<file path="src/rtl/lut_scan.sv">
// Serially loadable N-input truth table with single evaluation and exhaustive sweep.
// Define LUT_SCAN_ONES_EN to add the oOnes minterm counter output.
module lut_scan #(
  parameter int unsigned       N    = 4,
  parameter logic [2**N-1:0]   INIT = '0
) (
  input  logic         iClk,
  input  logic         iRstN,
  input  logic         iLoad,
  input  logic         iBit,
  input  logic [N-1:0] iX,
  input  logic         iEval,
  input  logic         iStart,
  output logic         oY,
  output logic         oValid,
  output logic [N-1:0] oIdx,
  output logic         oBusy,
  output logic         oDone
`ifdef LUT_SCAN_ONES_EN
  ,
  output logic [N:0]   oOnes
`endif
);

  localparam int unsigned Size = 2**N;

  typedef enum logic [1:0] {StIdle, StScan, StDone} state_e;

  state_e            state_q, state_d;
  logic [Size-1:0]   lut_q, lut_d;
  logic [N-1:0]      idx_q, idx_d;
  logic              y_q, y_d;
  logic [N-1:0]      yidx_q, yidx_d;
  logic              valid_q, valid_d;
  logic              done_q, done_d;
`ifdef LUT_SCAN_ONES_EN
  logic [N:0]        ones_q, ones_d;
`endif

  always_comb begin
    state_d = state_q;
    lut_d   = lut_q;
    idx_d   = idx_q;
    y_d     = y_q;
    yidx_d  = yidx_q;
    valid_d = 1'b0;
    done_d  = 1'b0;
`ifdef LUT_SCAN_ONES_EN
    ones_d  = ones_q;
`endif
    unique case (state_q)
      StIdle: begin
        // Load beats start beats eval; losers are dropped, not queued.
        if (iLoad) begin
          lut_d = {iBit, lut_q[Size-1:1]};
        end else if (iStart) begin
          state_d = StScan;
          idx_d   = '0;
`ifdef LUT_SCAN_ONES_EN
          ones_d  = '0;
`endif
        end else if (iEval) begin
          y_d     = lut_q[iX];
          yidx_d  = iX;
          valid_d = 1'b1;
        end
      end
      StScan: begin
        y_d     = lut_q[idx_q];
        yidx_d  = idx_q;
        valid_d = 1'b1;
        idx_d   = idx_q + 1'b1;
`ifdef LUT_SCAN_ONES_EN
        if (lut_q[idx_q]) ones_d = ones_q + 1'b1;
`endif
        if (&idx_q) state_d = StDone;
      end
      StDone: begin
        done_d  = 1'b1;
        state_d = StIdle;
      end
      default: state_d = StIdle;
    endcase
  end

  always_ff @(posedge iClk) begin
    if (!iRstN) begin
      state_q <= StIdle;
      lut_q   <= INIT;
      idx_q   <= '0;
      y_q     <= 1'b0;
      yidx_q  <= '0;
      valid_q <= 1'b0;
      done_q  <= 1'b0;
`ifdef LUT_SCAN_ONES_EN
      ones_q  <= '0;
`endif
    end else begin
      state_q <= state_d;
      lut_q   <= lut_d;
      idx_q   <= idx_d;
      y_q     <= y_d;
      yidx_q  <= yidx_d;
      valid_q <= valid_d;
      done_q  <= done_d;
`ifdef LUT_SCAN_ONES_EN
      ones_q  <= ones_d;
`endif
    end
  end

  assign oY     = y_q;
  assign oValid = valid_q;
  assign oIdx   = yidx_q;
  assign oBusy  = (state_q != StIdle);
  assign oDone  = done_q;
`ifdef LUT_SCAN_ONES_EN
  assign oOnes  = ones_q;
`endif

endmodule

</file>
<file path="config.mk">
export PLATFORM = sky130hd
export DESIGN_NAME = lut_scan
export DESIGN_NICKNAME = d
export VERILOG_FILES = /design/src/rtl/lut_scan.sv
export SDC_FILE = /design/constraint.sdc
export NUM_CORES = 1
export LEC_CHECK = 0
export ABC_AREA = 0
export CAP_MARGIN = 20
export CORE_MARGIN = 1
export CORE_UTILIZATION = 61
export CTS_CLUSTER_DIAMETER = 60
export DETAILED_ROUTE_END_ITERATION = 7
export DONT_BUFFER_PORTS = 1
export PLACE_DENSITY = 0.75
export SYNTH_ARGS = -nofsm -noshare
export SYNTH_HDL_FRONTEND = slang
export SYNTH_SLANG_ARGS = --single-unit
</file>
<file path="constraint.sdc">
create_clock -name iClk -period 2.34 [get_ports iClk]
set_clock_uncertainty 0.2 [all_clocks]
set_input_delay 0.702 -clock iClk [delete_from_list [all_inputs] [get_ports iClk]]
set_output_delay 0.702 -clock iClk [all_outputs]
set_load 0.05 [all_outputs]
</file>
==> results of run 1 <==
==> power breakdown <==
| part | switching, mW | leakage (nW) | internal (mW) | total, mW |
|---|---|---|---|---|
| registers | 0.0437 | 0.235 | 0.507 | 0.550 |
| clock network | 0.175 | 0.0552 | 0.331 | 0.506 |
| logic | 0.0509 | 0.272 | 0.0295 | 0.0804 |
==> cell families after synthesis <==
family | count (synthesis) | share of synthesized area
adder cells (fa/ha/maj) | 1 | 0.00877
multiplexers | 19 | 0.199
flip-flops | 29 | 0.407
AND/OR/NAND/NOR | 64 | 0.200
buffers and inverters | 16 | 0.0535
AO/OA/AOI/OAI | 31 | 0.132
==> sequential cells by signal, indices dropped and copies added (netlist names) <==
signal	cells
idx_q	4
oY	1
oValid	1
lut_q	16
oIdx	4
state_q	2
oDone	1
==> worst max-delay path, delay by kind of cell, from the launching register on <==
kind                   cells  cell delay, ps
buffers and inverters      1             380
DFF                        1             500
and+or+nand+nor            1             110
==> per-layer routing <==
layer	routed length [um]	part of all wire	up-vias
li1	-	-	560
met1	1230	0.42	552
met2	1440	0.50	34
met3	187	0.065	5
met4	37	0.013	0
met5	0	0	-
==> layout make-up <==
type,count,area [um^2],area share
repair buffers,2,15.0,0.00987
clock buffers,5,37.5,0.0247
multi-input cells,115,769,0.506
well taps,28,35.0,0.0230
inverters,5,18.8,0.0123
clock inverters,3,65.1,0.0428
flip-flops and latches,29,581,0.382
==> cells in the mapped netlist, drive strengths merged, types with 2 or more instances <==
library cell | n | area (um^2)
a211oi | 4 | 30.0
a21oi | 20 | 104
a22oi | 3 | 22.5
and2 | 2 | 12.5
buf | 6 | 38.8
clkbuf | 5 | 18.8
dfxtp | 29 | 581
inv | 4 | 15.0
mux2 | 3 | 33.8
mux2i | 10 | 100
mux4 | 6 | 150
nand2 | 33 | 124
nand3 | 3 | 15.0
nor2 | 15 | 56.3
nor2b | 2 | 12.5
nor3 | 3 | 15.0
nor4 | 2 | 18.8
==> final timing paths <==
check	start	slack, ps	cells past startpoint	endpoint
setup / recovery	state_q[1]	120	2	oBusy
hold / removal	lut_q[13]	280	2	lut_q[12]
setup reg to reg	state_q[1]	530	4	oY
hold reg to reg	lut_q[13]	280	2	lut_q[12]
==> results.yml, run 1 <==
synth:
  synth_top_flop_cell: "dfxtp_1"
  async_reset_ff_frac: 0
  synth_edf_count: 0
  ys_seq_area_frac: 0.407
  syn_area_um2: 1430
  synth_seq_cells: 29
  synth.distinct_cells: 32
  ys_warn_count: 0
  avgSynthCellArea_um2: 8.91
  syn_nets: 171
  synthCells: 160
setup_path:
  crit_path_top_delay_cell: "dfxtp_1"
  worstPathRequired_ps: 1440
  cpPeakStageDelay_ps: 500
  critPathLaunchType: "register"
  path_cells: "nor2_1, inv_1"
  cp.arrival_ps: 1320
  cp-end-kind: "output port"
  cp_max_fo: 9
  criticalPathCategory: "register to output port"
finish:
  layout.nets: 169
  fillers: 191
  drive_gt1_frac: 0.113
  final_cell_mix: "33 x nand2_1, 29 x dfxtp_1, 19 x a21oi_1"
  final_core_util: 0.688
  final_area_um2: 1520
  final_common_cell: "nand2_1"
  antenna_cells: 0
  syn_to_final_growth_pct: 6.67
  final_cells: 187
clock_network:
  cts_tree: "yes"
  clkTransAtPathRegs_ps: 100
  ctsResizeCount: 0
  clkSinkCount: 29
  htree_levels: 2
  cts_setup_buffers: 0
  insertion_delay_ps: 320
  hold_buffers: 0
  cts_buffers: 5
  clock_path_buffers: 2
  clock_tree.root_cell: "clkbuf_4"
global_routing:
  top_usage_layer: "met2"
  grt_pass1_wl_um: 4800
  antenna_found_initial: 0
  grt_usage: 0.262
  use_met1: 0.287
  grt_max_degree: 27
  overflow: 0
  gr-usage-met2: 0.462
  grt_pass1_vias: 1035
  met3_usage: 0.0818
power_and_ir_drop:
  p_total_mw: 1.14
  leakage_nw: 0.563
  pwr_density_cell_nw_per_um2: 747
  peakVddDrop_v: 0.000607
place:
  dp_hpwl_um: 2070
  port-buffer-count: 0
  dp_slack_ps: 281
  gp_congestion: 0.793
  dp.cells: 179
  place_area_um2: 1420
routing:
  routed_wl_um: 2900
  wl_per_cell_um: 15.5
  via_per_inst: 6.16
  detail-route-antenna-nets: 0
  drc: 0
  vias: 1151
  drt-initial-drc-count: 23
  dr.pass1.iters: 5
floorplanning:
  die-area_um2: 2540
  io_pins: 18
  start_util: 0.645
  row_count: 17
  die_w_um: 50.4
  die_h_um: 50.4
  coreArea_um2: 2210
timing:
  rsz0062_at_grt: "false"
  report.final.slew_viol_count: 0
  hold_ws_ps: 281
  setup_viol: 0
  fin_crit_ps: 2220
  fin_tns_setup_ps: 0
  min_period_over_period: 0.948
  hold_violations: 0
  slew_headroom: 0.615
  worst_pin_slew_ps: 578
  setup_ws_ps: 121
  fmax_ghz: 0.451
job:
  maxCapViolations: 0
min_path:
  hold_path_class: "register to register"
run_status:
  status: "finished, final reports clean"
Power figures use the tool's default switching activity.
==> inputs of run 2 (changes only) <==
- ABC_AREA: 0 -> default
- SLEW_MARGIN: default -> 20
==> results of run 2 <==
The final DEF is identical to that of run 1; final timing and power are the same.
